<file path="config.mk">
export PLATFORM = sky130hd
export DESIGN_NAME = ntcrack_host_port_flat
export DESIGN_NICKNAME = d
export VERILOG_FILES = /design/src/rtl/ntcrack_host_port_if.sv /design/src/rtl/ntcrack_host_port.sv /design/src/flat_wrapper.sv
export SDC_FILE = /design/constraint.sdc
export NUM_CORES = 1
export LEC_CHECK = 0
export CAP_MARGIN = 10
export CORE_ASPECT_RATIO = 1.25
export CORE_UTILIZATION = 50
export CTS_CLUSTER_DIAMETER = 150
export DETAILED_ROUTE_END_ITERATION = 16
export GPL_ROUTABILITY_DRIVEN = 0
export GPL_TIMING_DRIVEN = 1
export PLACE_DENSITY = 0.83
export SKIP_LAST_GASP = 1
export SYNTH_ARGS = -nofsm -noshare
export SYNTH_HDL_FRONTEND = slang
export SYNTH_SLANG_ARGS = --single-unit
</file>
<file path="constraint.sdc">
create_clock -name clk -period 3.4 [get_ports clk]
set_input_delay 0.51 -clock clk [delete_from_list [all_inputs] [get_ports clk]]
set_output_delay 0.51 -clock clk [all_outputs]
set_load 0.005 [all_outputs]
</file>
<file path="src/rtl/ntcrack_host_port_if.sv">
// ntcrack_host_port_if
//   Byte-serial host pin bundle between the host side and the device-side
//   responder.
//   Signals:
//     new_hash_byte   [7:0]  hash byte from host
//     store_hash_byte        level strobe: "take new_hash_byte"
//     go                     level strobe: start / resume / next password byte
//     my_turn                high when the host may issue the next strobe
//     match_found            high together with my_turn while a password is offered
//     password_byte   [7:0]  current password byte, MSB first
//   Modports:
//     master - host side (drives strobes and data)
//     slave  - device side (drives handshake and password byte)
interface ntcrack_host_port_if;
    logic [7:0] new_hash_byte;
    logic       store_hash_byte;
    logic       go;
    logic       my_turn;
    logic       match_found;
    logic [7:0] password_byte;

    modport master (
        output new_hash_byte,
        output store_hash_byte,
        output go,
        input  my_turn,
        input  match_found,
        input  password_byte
    );

    modport slave (
        input  new_hash_byte,
        input  store_hash_byte,
        input  go,
        output my_turn,
        output match_found,
        output password_byte
    );
endinterface

</file>
<file path="src/rtl/ntcrack_host_port.sv">
// ntcrack_host_port
//   Device-side responder for the cracker's byte-serial host protocol.
//   Assembles 16-byte target hashes and writes them into the hash table,
//   starts / resumes the search engine on go strobes, and unloads each found
//   password one byte per go strobe, MSB first.
//
//   Ports:
//     clk, rst_n        clock (rising edge), asynchronous active-low reset
//     host              ntcrack_host_port_if.slave: host strobes and handshake
//     hash_wr_en/idx/data, hash_count
//                       hash table write port and number of complete hashes
//     search_start      one-cycle pulse: search from the beginning
//     search_next       one-cycle pulse: resume after a reported match
//     search_done/match/password
//                       engine result, valid together for one cycle
//     hash_overflow     (only with NTCRACK_HASH_OVERFLOW_EN) sticky flag, set when
//                       a byte is offered while the table is full
//
//   Optional feature macro: NTCRACK_HASH_OVERFLOW_EN
module ntcrack_host_port #(
    parameter int MAX_HASHES = 4,
    parameter int IDX_W      = 2,
    parameter int PW_BYTES   = 20
) (
    input  logic                    clk,
    input  logic                    rst_n,
    ntcrack_host_port_if.slave      host,
    output logic                    hash_wr_en,
    output logic [IDX_W-1:0]        hash_wr_idx,
    output logic [127:0]            hash_wr_data,
    output logic [IDX_W:0]          hash_count,
    output logic                    search_start,
    output logic                    search_next,
    input  logic                    search_done,
    input  logic                    search_match,
    input  logic [8*PW_BYTES-1:0]   search_password
`ifdef NTCRACK_HASH_OVERFLOW_EN
    ,
    output logic                    hash_overflow
`endif
);

    localparam int             PW_W     = 8 * PW_BYTES;
    localparam int             PC_W     = $clog2(PW_BYTES + 1);
    localparam logic [IDX_W:0] FULL_CNT = (IDX_W + 1)'(MAX_HASHES);
    localparam logic [PC_W-1:0] PW_LAST = PC_W'(PW_BYTES - 1);

    typedef enum logic [2:0] {
        ST_LOAD,
        ST_LOAD_BUSY,
        ST_SEARCH,
        ST_REPORT,
        ST_REPORT_BUSY,
        ST_DONE
    } state_t;

    state_t            state_q, state_d;
    logic              store_prev_q, store_prev_d;
    logic              go_prev_q, go_prev_d;
    logic              my_turn_q, my_turn_d;
    logic              match_found_q, match_found_d;
    logic [3:0]        byte_cnt_q, byte_cnt_d;
    logic [127:0]      asm_q, asm_d;
    logic [IDX_W:0]    hash_count_q, hash_count_d;
    logic              wr_en_q, wr_en_d;
    logic [IDX_W-1:0]  wr_idx_q, wr_idx_d;
    logic              start_q, start_d;
    logic              next_q, next_d;
    logic              pend_q, pend_d;
    logic              pend_match_q, pend_match_d;
    logic [PW_W-1:0]   shift_q, shift_d;
    logic [PC_W-1:0]   pw_cnt_q, pw_cnt_d;
`ifdef NTCRACK_HASH_OVERFLOW_EN
    logic              ovf_q, ovf_d;
`endif

    logic store_rise, store_fall, go_rise, go_fall;

    assign store_rise = host.store_hash_byte & ~store_prev_q;
    assign store_fall = ~host.store_hash_byte & store_prev_q;
    assign go_rise    = host.go & ~go_prev_q;
    assign go_fall    = ~host.go & go_prev_q;

    always_comb begin
        state_d       = state_q;
        store_prev_d  = host.store_hash_byte;
        go_prev_d     = host.go;
        my_turn_d     = my_turn_q;
        match_found_d = match_found_q;
        byte_cnt_d    = byte_cnt_q;
        asm_d         = asm_q;
        hash_count_d  = hash_count_q;
        wr_en_d       = 1'b0;
        wr_idx_d      = wr_idx_q;
        start_d       = 1'b0;
        next_d        = 1'b0;
        pend_d        = pend_q;
        pend_match_d  = pend_match_q;
        shift_d       = shift_q;
        pw_cnt_d      = pw_cnt_q;
`ifdef NTCRACK_HASH_OVERFLOW_EN
        ovf_d         = ovf_q;
`endif

        case (state_q)
            ST_LOAD: begin
                // Store has priority over a simultaneous go.
                if (store_rise) begin
                    my_turn_d = 1'b0;
                    state_d   = ST_LOAD_BUSY;
                    if (hash_count_q != FULL_CNT) begin
                        asm_d[{byte_cnt_q, 3'b000} +: 8] = host.new_hash_byte;
                        if (byte_cnt_q == 4'd15) begin
                            wr_en_d      = 1'b1;
                            wr_idx_d     = hash_count_q[IDX_W-1:0];
                            hash_count_d = hash_count_q + 1'b1;
                            byte_cnt_d   = 4'd0;
                        end else begin
                            byte_cnt_d = byte_cnt_q + 4'd1;
                        end
                    end else begin
                        // Table full: byte dropped, handshake still completes.
`ifdef NTCRACK_HASH_OVERFLOW_EN
                        ovf_d = 1'b1;
`endif
                    end
                end else if (go_rise) begin
                    byte_cnt_d = 4'd0;  // a partial hash is discarded
                    if (hash_count_q != '0) begin
                        start_d   = 1'b1;
                        my_turn_d = 1'b0;
                        state_d   = ST_SEARCH;
                    end else begin
                        state_d = ST_DONE;
                    end
                end
            end

            ST_LOAD_BUSY: begin
                if (store_fall) begin
                    my_turn_d = 1'b1;
                    state_d   = ST_LOAD;
                end
            end

            ST_SEARCH: begin
                my_turn_d = 1'b0;
                // The result is parked until the host releases go, so a result
                // arriving during the go strobe that started this search is kept.
                // The password goes straight into the shift register; its
                // output is only meaningful once REPORT raises my_turn.
                if (search_done) begin
                    pend_d       = 1'b1;
                    pend_match_d = search_match;
                    shift_d      = search_password;
                end else if (pend_q && !host.go) begin
                    pend_d    = 1'b0;
                    my_turn_d = 1'b1;
                    if (pend_match_q) begin
                        match_found_d = 1'b1;
                        pw_cnt_d      = '0;
                        state_d       = ST_REPORT;
                    end else begin
                        match_found_d = 1'b0;
                        state_d       = ST_DONE;
                    end
                end
            end

            ST_REPORT: begin
                if (go_rise) begin
                    my_turn_d = 1'b0;
                    shift_d   = shift_q << 8;
                    if (pw_cnt_q == PW_LAST) begin
                        next_d        = 1'b1;
                        match_found_d = 1'b0;
                        pw_cnt_d      = '0;
                        state_d       = ST_SEARCH;
                    end else begin
                        pw_cnt_d = pw_cnt_q + PC_W'(1);
                        state_d  = ST_REPORT_BUSY;
                    end
                end
            end

            ST_REPORT_BUSY: begin
                if (go_fall) begin
                    my_turn_d = 1'b1;
                    state_d   = ST_REPORT;
                end
            end

            ST_DONE: begin
                my_turn_d     = 1'b1;
                match_found_d = 1'b0;
            end

            default: begin
                state_d = ST_LOAD;
            end
        endcase
    end

    always_ff @(posedge clk or negedge rst_n) begin
        if (!rst_n) begin
            state_q       <= ST_LOAD;
            store_prev_q  <= 1'b0;
            go_prev_q     <= 1'b0;
            my_turn_q     <= 1'b1;
            match_found_q <= 1'b0;
            byte_cnt_q    <= '0;
            asm_q         <= '0;
            hash_count_q  <= '0;
            wr_en_q       <= 1'b0;
            wr_idx_q      <= '0;
            start_q       <= 1'b0;
            next_q        <= 1'b0;
            pend_q        <= 1'b0;
            pend_match_q  <= 1'b0;
            shift_q       <= '0;
            pw_cnt_q      <= '0;
`ifdef NTCRACK_HASH_OVERFLOW_EN
            ovf_q         <= 1'b0;
`endif
        end else begin
            state_q       <= state_d;
            store_prev_q  <= store_prev_d;
            go_prev_q     <= go_prev_d;
            my_turn_q     <= my_turn_d;
            match_found_q <= match_found_d;
            byte_cnt_q    <= byte_cnt_d;
            asm_q         <= asm_d;
            hash_count_q  <= hash_count_d;
            wr_en_q       <= wr_en_d;
            wr_idx_q      <= wr_idx_d;
            start_q       <= start_d;
            next_q        <= next_d;
            pend_q        <= pend_d;
            pend_match_q  <= pend_match_d;
            shift_q       <= shift_d;
            pw_cnt_q      <= pw_cnt_d;
`ifdef NTCRACK_HASH_OVERFLOW_EN
            ovf_q         <= ovf_d;
`endif
        end
    end

    assign host.my_turn       = my_turn_q;
    assign host.match_found   = match_found_q;
    assign host.password_byte = shift_q[PW_W-1 -: 8];
    assign hash_wr_en         = wr_en_q;
    assign hash_wr_idx        = wr_idx_q;
    // The assembly register holds the complete hash during the write pulse;
    // it is not touched again until the next store strobe.
    assign hash_wr_data       = asm_q;
    assign hash_count         = hash_count_q;
    assign search_start       = start_q;
    assign search_next        = next_q;
`ifdef NTCRACK_HASH_OVERFLOW_EN
    assign hash_overflow      = ovf_q;
`endif

endmodule

</file>
<file path="src/flat_wrapper.sv">
// flat-port wrapper written by rule: the top's interface ports become plain ports
module ntcrack_host_port_flat 
#(
    parameter int MAX_HASHES = 4,
    parameter int IDX_W      = 2,
    parameter int PW_BYTES   = 20
)
  (clk, rst_n, hash_wr_en, hash_wr_idx, hash_wr_data, hash_count, search_start, search_next, search_done, search_match, search_password, host_new_hash_byte, host_store_hash_byte, host_go, host_my_turn, host_match_found, host_password_byte);
  ntcrack_host_port_if host_i ();
  input  logic clk;
  input  logic rst_n;
  output logic hash_wr_en;
  output logic [IDX_W-1:0] hash_wr_idx;
  output logic [127:0] hash_wr_data;
  output logic [IDX_W:0] hash_count;
  output logic search_start;
  output logic search_next;
  input  logic search_done;
  input  logic search_match;
  input  logic [8*PW_BYTES-1:0] search_password;
  input wire logic [$bits(host_i.new_hash_byte)-1:0] host_new_hash_byte;
  input wire logic [$bits(host_i.store_hash_byte)-1:0] host_store_hash_byte;
  input wire logic [$bits(host_i.go)-1:0] host_go;
  output wire logic [$bits(host_i.my_turn)-1:0] host_my_turn;
  output wire logic [$bits(host_i.match_found)-1:0] host_match_found;
  output wire logic [$bits(host_i.password_byte)-1:0] host_password_byte;
  assign host_i.new_hash_byte = host_new_hash_byte;
  assign host_i.store_hash_byte = host_store_hash_byte;
  assign host_i.go = host_go;
  assign host_my_turn = host_i.my_turn;
  assign host_match_found = host_i.match_found;
  assign host_password_byte = host_i.password_byte;
  ntcrack_host_port #(.MAX_HASHES(MAX_HASHES), .IDX_W(IDX_W), .PW_BYTES(PW_BYTES)) u_core (.clk(clk), .rst_n(rst_n), .host(host_i), .hash_wr_en(hash_wr_en), .hash_wr_idx(hash_wr_idx), .hash_wr_data(hash_wr_data), .hash_count(hash_count), .search_start(search_start), .search_next(search_next), .search_done(search_done), .search_match(search_match), .search_password(search_password));
endmodule
</file>
==> results.sh <==
export IMPL_dieArea_um2=28260
export IMPL_hold_start="u_core.shift_q[122]$_DFFE_PN0P_"
export IMPL_drc=0
export IMPL_drv_slew=0
export IMPL_synthCells=1216
export IMPL_max_cap_violations=0
export IMPL_core_region_area_um2=26990
export IMPL_skew_ns=0.006324
export IMPL_hold_worst_slack_ns=0.4790
export IMPL_drt_wl_total_um=34730
export IMPL_postRouteAntennaNets=0
export IMPL_critPathKind="reg2reg"
export IMPL_slowest_delay_ns=0.52
export IMPL_yosysSeqAreaShare_pct=56.98
export IMPL_cp_cell_sequence="inv_1 -> ha_1 -> nor2b_1 -> a31oi_1 -> nor4_4 -> mux2_2"
export IMPL_crit_start="u_core.byte_cnt_q[1]$_DFFE_PN0P_"
export IMPL_status="finished clean"
export IMPL_synth_top_cell_by_area="dfrtp_1"
export IMPL_yosysWarnings=0
export IMPL_dp_hpwl_um=25140
export IMPL_vdd_ir_drop_max_mv=0.4717
export IMPL_cp_required_ns=3.83
export IMPL_netlist_area_leader_share_pct=56.79
export IMPL_hold_viol=0
export IMPL_cts_buffer_depth=3
export IMPL_cp_end_kind="register"
export IMPL_final_setup_viol_count=0
export IMPL_period_minus_slack_ns=2.602
export IMPL_antenna_found_initial=3
export IMPL_hold_buffers=1
export IMPL_relSlewSlack_pct=25.81
export IMPL_drive_gt1_share_pct=12.41
export IMPL_ys_flop_type="dfrtp_1"
export IMPL_fill_cells=1996
export IMPL_path_clk_slew_ns=0.07
export IMPL_first_global_vias=10601
export IMPL_worst_path_buf_inv=1
export IMPL_powerDensity_nw_per_um2=749.1
export IMPL_synth_cell_type_count=51
export IMPL_dp_cells=1819
export IMPL_cts_htree_levels=1
export IMPL_ys_ff_latch=314
export IMPL_critPathSlowestCell="nor4_4"
export IMPL_tightestPinTransition_ns=1.108
export IMPL_instances_no_fill=1877
export IMPL_fp_row_count=67
export IMPL_cts_tree="built"
export IMPL_synth_edf_count=0
export IMPL_die_w_um=150.6
export IMPL_die_h_um=187.7
export IMPL_final_common_cell="clkdlybuf4s50_1"
export IMPL_areaGrowthSynthToFinish_pct=33.10
export IMPL_clock_latency_ns=0.55
export IMPL_cts_sinks=314
export IMPL_port_buffers=319
export IMPL_cts_resized=0
export IMPL_synthTopCellsByArea="dfrtp_1, mux2i_1, mux2_2, o21ai_0, nand2_1"
export IMPL_r2r_start="u_core.byte_cnt_q[1]$_DFFE_PN0P_"
export IMPL_max_freq_ghz=0.3842
export IMPL_final_net_count=1688
export IMPL_rsz0062_at_grt="false"
export IMPL_fin_ws_ns=0.7975
export IMPL_fin_setup_tns_ns=0
export IMPL_post_route_period_util_pct=76.54
export IMPL_wire_per_inst_um=18.51
export IMPL_vias=10266
export IMPL_grt_pass1_wl_um=55630
export IMPL_pre_cts_ws_ns=0.5146
export IMPL_grt_usage_pct=25.07
export IMPL_startpoint_type="register"
export IMPL_initial_core_util_pct=51.09
export IMPL_leakage_nw=8.996
export IMPL_syn_avg_cell_area_um2=11.34
export IMPL_synth_async_reset_ratio_pct=100.0
export IMPL_cts_buffers=30
export IMPL_postCtsSetupBuffers=0
export IMPL_grt_max_degree=96
export IMPL_hp_class="reg2reg"
export IMPL_cp_arrival_ns=3.03
export IMPL_syn_nets=1397
export IMPL_netlist_area_um2=13790
export IMPL_cts_root_buffer="clkbuf_16"
export IMPL_via_per_inst=5.469
export IMPL_drtIter0Drc=390
export IMPL_crit_family="simple AND/OR/NAND/NOR gates"
export IMPL_first_pass_iters=4
export IMPL_ios=320
export IMPL_worstPathMaxFanout=10
export IMPL_grt_overflow=0
export IMPL_final_cell_mix="clkdlybuf4s50_1, dfrtp_1, nand2_1"
[worst reg2reg max path: stages, from the launching register on]
cell	delay (ns)
dfrtp_1	0.50
inv_1	0.18
ha_1	0.31
nor2b_1	0.34
a31oi_1	0.23
nor4_4	0.52
mux2_2	0.42
[cell usage after synthesis (4+ instances only)]
| library cell | instances |
|---|---|
| o21ai_1 | 7 |
| clkbuf_1 | 37 |
| and3_1 | 11 |
| a21oi_1 | 9 |
| buf_4 | 15 |
| nor2_1 | 18 |
| o21ai_0 | 194 |
| nand2b_1 | 10 |
| inv_1 | 9 |
| nand2_1 | 214 |
| a31oi_1 | 4 |
| nand3_1 | 9 |
| mux2_2 | 103 |
| o31ai_1 | 4 |
| dfrtp_1 | 313 |
| buf_2 | 30 |
| nor2_2 | 4 |
| mux2i_1 | 154 |
| nor2b_1 | 6 |
| ha_1 | 7 |
| a22o_1 | 8 |
| and2_1 | 10 |
[cell type report]
type | instances | area (µm²) | share of cell area [%]
inverter | 9 | 33.78 | 0.1840
timing repair buffer | 343 | 3493 | 19.03
sequential | 314 | 7859 | 42.81
clock inverter | 12 | 167.7 | 0.9133
clock buffer | 44 | 874.6 | 4.764
antenna | 1 | 2.502 | 0.01363
tap | 345 | 431.7 | 2.351
multi-input combinational | 809 | 5495 | 29.93
[kinds of logic after synthesis]
kind of cell / synth area share (%)
flops: 56.98
mux: 19.59
xor+xnor: 0.1270
simple gates: 9.861
compound gates: 9.598
buf+inv: 3.211
fa+ha+maj: 0.6350
[worst paths after layout]
check | cells after the start | endpoint | slack (ns)
worst min-delay path | 2 | u_core.shift_q[122]$_DFFE_PN0P_ | 0.48
worst max-delay path | 6 | u_core.hash_wr_data[67]$_DFFE_PN0P_ | 0.80
worst max register to register | 6 | u_core.hash_wr_data[67]$_DFFE_PN0P_ | 0.80
max in group asynchronous | 3 | u_core.shift_q[21]$_DFFE_PN0P_ | 1.96
min in group asynchronous | 2 | u_core.hash_wr_data[96]$_DFFE_PN0P_ | 0.50
worst min register to register | 2 | u_core.shift_q[122]$_DFFE_PN0P_ | 0.48
[through the flow]
| stage | area [µm²] | total power [mW] | utilization (%) |
|---|---|---|---|
| 5_1_grt | 18360 | 14.62 | 68.00 |
| 6_report | 18360 | 13.75 | 68.01 |
| 2_1_floorplan | 13790 | 8.510 | - |
| 4_1_cts | 18360 | 13.86 | 68.00 |
| 3_3_place_gp | 17300 | 10.08 | 64.10 |
| 3_5_place_dp | 17300 | 10.31 | 64.10 |
[sequential cells by signal, summed over array words and instances, names as in the netlist, 2 cells and up]
name,flops
u_core.hash_wr_data,128
u_core.hash_wr_idx,2
u_core.shift_q,160
u_core.byte_cnt_q,4
u_core.state_q,3
u_core.pw_cnt_q,5
u_core.hash_count,3
[per-layer routing]
layer	routed length [µm]	vias up	global-route usage [%]
li1	-	4809	-
met1	13210	5007	29.20
met2	17610	381	44.51
met3	2832	67	6.521
met4	1061	2	7.731
met5	13	-	0
[report_power, final]
group	switching [mW]	internal (mW)	total, mW	leakage, nW
sequential	0.821	4.99	5.81	4.10
clock	1.42	2.08	3.51	0.504
combinational	2.21	2.23	4.44	4.39
Power figures use the tool's default switching activity.
